--- config.mk ---
export PLATFORM = sky130hd
export DESIGN_NAME = instr_fetch_ctrl
export DESIGN_NICKNAME = d
export VERILOG_FILES = /design/src/rtl/instr_fetch_ctrl_pkg.sv /design/src/rtl/instr_fetch_ctrl_fifo2.sv /design/src/rtl/instr_fetch_ctrl.sv
export SDC_FILE = /design/constraint.sdc
export NUM_CORES = 1
export LEC_CHECK = 0
export BUFFER_PORTS_ARGS = -buffer_cell sky130_fd_sc_hd__buf_2
export CAP_MARGIN = 20
export CORE_MARGIN = 4
export CORE_UTILIZATION = 50
export CTS_CLUSTER_DIAMETER = 30
export DETAILED_ROUTE_END_ITERATION = 8
export PLACE_DENSITY = 0.72
export SLEW_MARGIN = 20
export SYNTH_ARGS = -nofsm -noshare
export SYNTH_HDL_FRONTEND = slang
export SYNTH_SLANG_ARGS = --single-unit
--- constraint.sdc ---
create_clock -name clk -period 2.6 [get_ports clk]
set_input_delay 0 -clock clk [delete_from_list [all_inputs] [get_ports clk]]
set_output_delay 0 -clock clk [all_outputs]
set_load 0.01 [all_outputs]
--- src/rtl/instr_fetch_ctrl_pkg.sv ---
// Shared types and sizing for the instruction fetch controller.
package instr_fetch_ctrl_pkg;

   localparam int unsigned INSTR_W    = 16;
   localparam int unsigned ADDR_W     = 16;
   localparam int unsigned FIFO_DEPTH = 2;
   localparam int unsigned CNT_W      = $clog2(FIFO_DEPTH + 1);

   localparam logic [CNT_W-1:0] FULL_CNT = CNT_W'(FIFO_DEPTH);

   typedef enum logic [1:0] {
      StIdle,
      StRun,
      StHalted
   } fetch_state_e;

   typedef struct packed {
      logic [ADDR_W-1:0]  pc;
      logic [INSTR_W-1:0] instr;
   } fetch_entry_t;

   // Next sequential word address; wraps silently at the top of the space.
   function automatic logic [ADDR_W-1:0] pc_inc(input logic [ADDR_W-1:0] pc);
      return pc + ADDR_W'(1);
   endfunction

endpackage

--- src/rtl/instr_fetch_ctrl_fifo2.sv ---
// fetch_fifo2: two-entry {pc, instr} buffer between fetch and decode.
// A push is accepted when not full, or when full and a pop happens in the
// same cycle. Flush empties the buffer and wins over any push/pop.
module fetch_fifo2
   import instr_fetch_ctrl_pkg::*;
(
   input  logic               clk,
   input  logic               rst,
   input  logic               push,
   input  logic [ADDR_W-1:0]  push_pc,
   input  logic [INSTR_W-1:0] push_instr,
   input  logic               pop,
   input  logic               flush,
   output logic [CNT_W-1:0]   count,
   output logic [ADDR_W-1:0]  head_pc,
   output logic [INSTR_W-1:0] head_instr
);

   fetch_entry_t     entry_q [FIFO_DEPTH];
   logic             wr_ptr_q;
   logic             rd_ptr_q;
   logic [CNT_W-1:0] count_q;

   logic pop_ok;
   logic push_ok;

   // Qualify requests so a stray pop on empty or push on full cannot corrupt state.
   always_comb begin
      pop_ok  = pop && (count_q != '0);
      push_ok = push && ((count_q != FULL_CNT) || pop_ok);
   end

   // Storage, pointers and occupancy.
   always_ff @(posedge clk or posedge rst) begin
      if (rst) begin
         for (int i = 0; i < FIFO_DEPTH; i++) begin
            entry_q[i] <= '0;
         end
         wr_ptr_q <= 1'b0;
         rd_ptr_q <= 1'b0;
         count_q  <= '0;
      end else if (flush) begin
         wr_ptr_q <= 1'b0;
         rd_ptr_q <= 1'b0;
         count_q  <= '0;
      end else begin
         if (push_ok) begin
            entry_q[wr_ptr_q] <= '{pc: push_pc, instr: push_instr};
            wr_ptr_q          <= ~wr_ptr_q;
         end
         if (pop_ok) begin
            rd_ptr_q <= ~rd_ptr_q;
         end
         case ({push_ok, pop_ok})
            2'b10:   count_q <= count_q + CNT_W'(1);
            2'b01:   count_q <= count_q - CNT_W'(1);
            default: count_q <= count_q;
         endcase
      end
   end

   assign count      = count_q;
   assign head_pc    = entry_q[rd_ptr_q].pc;
   assign head_instr = entry_q[rd_ptr_q].instr;

endmodule

--- src/rtl/instr_fetch_ctrl.sv ---
// instr_fetch_ctrl: sequential instruction fetch with a 2-entry output buffer,
// redirect/flush, and halt/resume control.
// Optional feature: define IFETCH_PERF_EN to add the fetch_count output.
module instr_fetch_ctrl
   import instr_fetch_ctrl_pkg::*;
#(
   parameter logic [15:0] RESET_PC = 16'h0000
) (
   input  logic               clk,
   input  logic               rst,
   input  logic               start,
   input  logic               halt_req,
   input  logic               redirect_valid,
   input  logic [ADDR_W-1:0]  redirect_pc,
   output logic [ADDR_W-1:0]  imem_addr,
   input  logic [INSTR_W-1:0] imem_data,
   output logic               out_valid,
   input  logic               out_ready,
   output logic [INSTR_W-1:0] out_instr,
   output logic [ADDR_W-1:0]  out_pc,
   output logic               busy
`ifdef IFETCH_PERF_EN
   ,
   output logic [15:0]        fetch_count
`endif
);

   fetch_state_e      state_q;
   logic              busy_q;
   logic [ADDR_W-1:0] pc_q;
   logic [CNT_W-1:0]  count;

   logic pop;
   logic fetch;
   logic flush;

   // Buffer handshake, fetch qualification and redirect flush.
   always_comb begin
      out_valid = (count != '0);
      pop       = out_valid && out_ready;
      flush     = redirect_valid && (state_q != StIdle);
      fetch     = (state_q == StRun) && !redirect_valid &&
                  ((count != FULL_CNT) || pop);
   end

   // Control FSM; busy is registered alongside the state it reflects.
   always_ff @(posedge clk or posedge rst) begin
      if (rst) begin
         state_q <= StIdle;
         busy_q  <= 1'b0;
      end else begin
         case (state_q)
            StIdle: begin
               if (start) begin
                  state_q <= StRun;
                  busy_q  <= 1'b1;
               end
            end
            StRun: begin
               // halt wins over start; a concurrent redirect still lands via pc/flush
               if (halt_req) begin
                  state_q <= StHalted;
                  busy_q  <= 1'b0;
               end
            end
            StHalted: begin
               if (start || redirect_valid) begin
                  state_q <= StRun;
                  busy_q  <= 1'b1;
               end
            end
            default: begin
               state_q <= StIdle;
               busy_q  <= 1'b0;
            end
         endcase
      end
   end

   // Program counter: redirect loads in every state, otherwise advance on fetch.
   always_ff @(posedge clk or posedge rst) begin
      if (rst) begin
         pc_q <= RESET_PC;
      end else if (redirect_valid) begin
         pc_q <= redirect_pc;
      end else if (fetch) begin
         pc_q <= pc_inc(pc_q);
      end
   end

   fetch_fifo2 u_fifo (
      .clk        (clk),
      .rst        (rst),
      .push       (fetch),
      .push_pc    (pc_q),
      .push_instr (imem_data),
      .pop        (pop),
      .flush      (flush),
      .count      (count),
      .head_pc    (out_pc),
      .head_instr (out_instr)
   );

   assign imem_addr = pc_q;
   assign busy      = busy_q;

`ifdef IFETCH_PERF_EN
   logic [15:0] fetch_count_q;

   // Push counter; only reset clears it, redirects do not.
   always_ff @(posedge clk or posedge rst) begin
      if (rst) begin
         fetch_count_q <= '0;
      end else if (fetch) begin
         fetch_count_q <= fetch_count_q + 16'd1;
      end
   end

   assign fetch_count = fetch_count_q;
`endif

endmodule

==> impl_metrics.yaml <==
clocking:
  clock-sinks: 87
  clk_pin_slew_ns: 0.08
  cts_tree: "yes"
  root_buffer: "clkbuf_8"
  clkLatencyLatePin_ns: 0.35
  clk_path_buf_depth: 2
  h-tree-depth: 3
  numCtsBuffers: 9
  post_cts_resized: 0
synth:
  syn-num-nets: 361
  synth_area_um2: 4100
  synth_flop_cell: "dfrtp_1"
  synth_cell_type_count: 42
  synthCells: 322
  yosys_register_bits: 87
  synth.yosys.seq_area_share: 0.531
  synth_edf_count: 0
  async_flop_share: 1.00
  ys_warn_count: 0
  syn_area_per_cell_um2: 12.7
global_route:
  grt_pass1_wl_mm: 15.2
  grt_pass1_vias: 3100
  grt_overflow_total: 0
  grtUsageTotal: 0.193
  grt_max_degree: 60
  antenna_found_initial: 0
pwr:
  p_leak_nw: 2.30
  power_density_nw_per_um2: 1000
  peakVddDrop_uv: 616
floorplan:
  fp.dieH_um: 98.6
  placementRows: 32
  core-area_um2: 7850
  fp.dieArea_um2: 9720
  start_util: 0.523
  die_w_um: 98.6
  io_pins: 88
placed_design:
  dp_cells: 497
  port-buffer-count: 87
  hpwl_mm: 5.90
  pre_cts_ws_ns: 0.581
  gp_congestion: 0.732
worst_setup_path:
  worstPathCellList: "nand2b_1 > nor3_1 > and2_2 > buf_12 > mux2_2"
  cp_slowest_cell: "dfrtp_1"
  cp_top_family: "simple AND/OR/NAND/NOR gates"
  worstPathArrival_ns: 2.25
  cp.required_ns: 2.83
  slowest_delay_ns: 0.56
  worstSetupPathType: "flop to flop"
  crit_buf_inv: 1
  path_max_fanout: 29
  endpoint_kind: "flop"
  cp-start-kind: "flop"
final_layout:
  drive_gt1_frac: 0.470
  syn2layout_area_growth_pct: 26.5
  nets: 481
  final_common_cell: "mux2_2"
  antennaDiodeCount: 0
  mostFrequentLayoutCells: "mux2_2 (93), dfrtp_1 (87), buf_2 (87)"
  instances_no_fill: 549
timing:
  finClkSkew_ns: 0.0141
  slew_violations: 0
  slew_headroom: 0.497
  fin_tns_setup_ns: 0
  max_freq_mhz: 495
  setup_slack_ns: 0.580
  finalSetupViolCount: 0
  min_period_ns: 2.02
  rsz0062_at_grt: "no"
  worst_pin_slew_ns: 0.754
  final.period_utilization: 0.777
  hold_violations: 0
outcome:
  outcome: "finished, final reports clean"
route:
  drtIter0Drc: 119
  via_count: 2976
  via_per_inst: 5.42
  drc: 0
  drt-total-wl_mm: 8.91
  ant_nets: 0
  first_pass_iters: 4
  wl_per_cell_um: 16.2
job:
  max_cap_violations: 0
min_path:
  hold_class: "primary input to flop"
-- cell families after synthesis --
kind of cell | after synthesis | synth area share
AOI/OAI and AO/OA | 32 | 0.0485
xor gates and xnor gates | 10 | 0.0214
adders and majority gates | 1 | 0.00305
buffers and inverters | 25 | 0.0281
DFF | 87 | 0.531
muxes | 100 | 0.274
and+or+nand+nor | 67 | 0.0946
-- final timing paths --
| path | startpoint | end | slack (ns) | depth (start not counted) |
|---|---|---|---|---|
| min in group asynchronous | rst | u_fifo.entry_q[32] | 0.32 | 3 |
| hold reg to reg | u_fifo.entry_q[47] | u_fifo.entry_q[47] | 0.49 | 1 |
| max in group asynchronous | rst | u_fifo.entry_q[49] | 1.65 | 4 |
| hold / removal | out_ready | u_fifo.count[1] | 0.02 | 4 |
| setup reg to reg | state_q[0] | u_fifo.entry_q[30] | 0.58 | 5 |
| setup / recovery | state_q[0] | u_fifo.entry_q[30] | 0.58 | 5 |
-- power breakdown --
| part | internal [W] | switching [W] | leakage (nW) | total [W] |
|---|---|---|---|---|
| Sequential | 0.00192 | 0.000343 | 1.04 | 0.00226 |
| Clock | 0.000377 | 0.000487 | 0.0926 | 0.000864 |
| Combinational | 0.00118 | 0.000889 | 1.16 | 0.00207 |
| Total | 0.00348 | 0.00172 | 2.30 | 0.00519 |
-- metal layers --
layer	up-vias	global-route usage	share of wire
met5	-	0	0
met4	0	0.0714	0.016
met3	12	0.0340	0.043
met2	78	0.311	0.49
met1	1489	0.263	0.45
li1	1397	-	-
-- synth_stat cells, types with 3 or more instances --
cell type | n | area, um^2
nor3_1 | 4 | 20.0
buf_4 | 3 | 22.5
nor4_1 | 5 | 31.3
mux2_1 | 4 | 45.0
inv_1 | 4 | 15.0
nand4_1 | 3 | 18.8
dfrtp_1 | 87 | 2180
nand2b_1 | 4 | 25.0
mux2_2 | 93 | 1050
o21ai_0 | 17 | 85.1
buf_2 | 7 | 35.0
nor2b_1 | 5 | 31.3
nand3_1 | 6 | 30.0
clkbuf_1 | 10 | 37.5
xnor2_1 | 8 | 70.1
o31a_1 | 4 | 35.0
mux2i_1 | 3 | 30.0
nor2_1 | 7 | 26.3
nand2_1 | 19 | 71.3
-- sequential cells by signal (all words and copies together) (netlist names) --
| register | cells |
|---|---|
| imem_addr | 16 |
| state_q | 2 |
| u_fifo.rd_ptr_q | 1 |
| busy | 1 |
| u_fifo.count | 2 |
| u_fifo.entry_q | 64 |
| u_fifo.wr_ptr_q | 1 |
-- worst reg2reg max path, delay by kind of cell, from the launching register on --
family                 cells  cell delay (ns)
AND/OR/NAND/NOR            3             0.76
flip-flops                 1             0.56
multiplexers               1             0.38
buffers and inverters      1             0.21
-- metrics by stage --
step	hold WS [ns]	utilization	power, W	cell area [um^2]
final	0.0227	0.661	0.00519	5190
after global routing	0.0427	0.661	0.00556	5190
after CTS	0.00438	0.661	0.00526	5190
after detailed placement	0.209	0.592	0.00433	4640
after global placement	0.200	0.592	0.00425	4640
after floorplan	0.0840	-	0.00364	4100
-- repair_timing --
item / in CTS / in global routing
buffers inserted: 0 / 0
setup endpoints to repair: 0 / 0
hold endpoints to repair: 109 / 0
hold buffers: 36 / 0
-- cell type report --
cell class / count / area (um^2)
Clock buffer: 10 / 138
Clock inverter: 6 / 43.8
Fill cell: 619 / 2660
Inverter: 4 / 17.5
Multi-Input combinational cell: 210 / 1810
Sequential cell: 87 / 2180
Tap cell: 102 / 128
Timing Repair Buffer: 130 / 873
No activity file was read; power rests on OpenSTA's default activity.
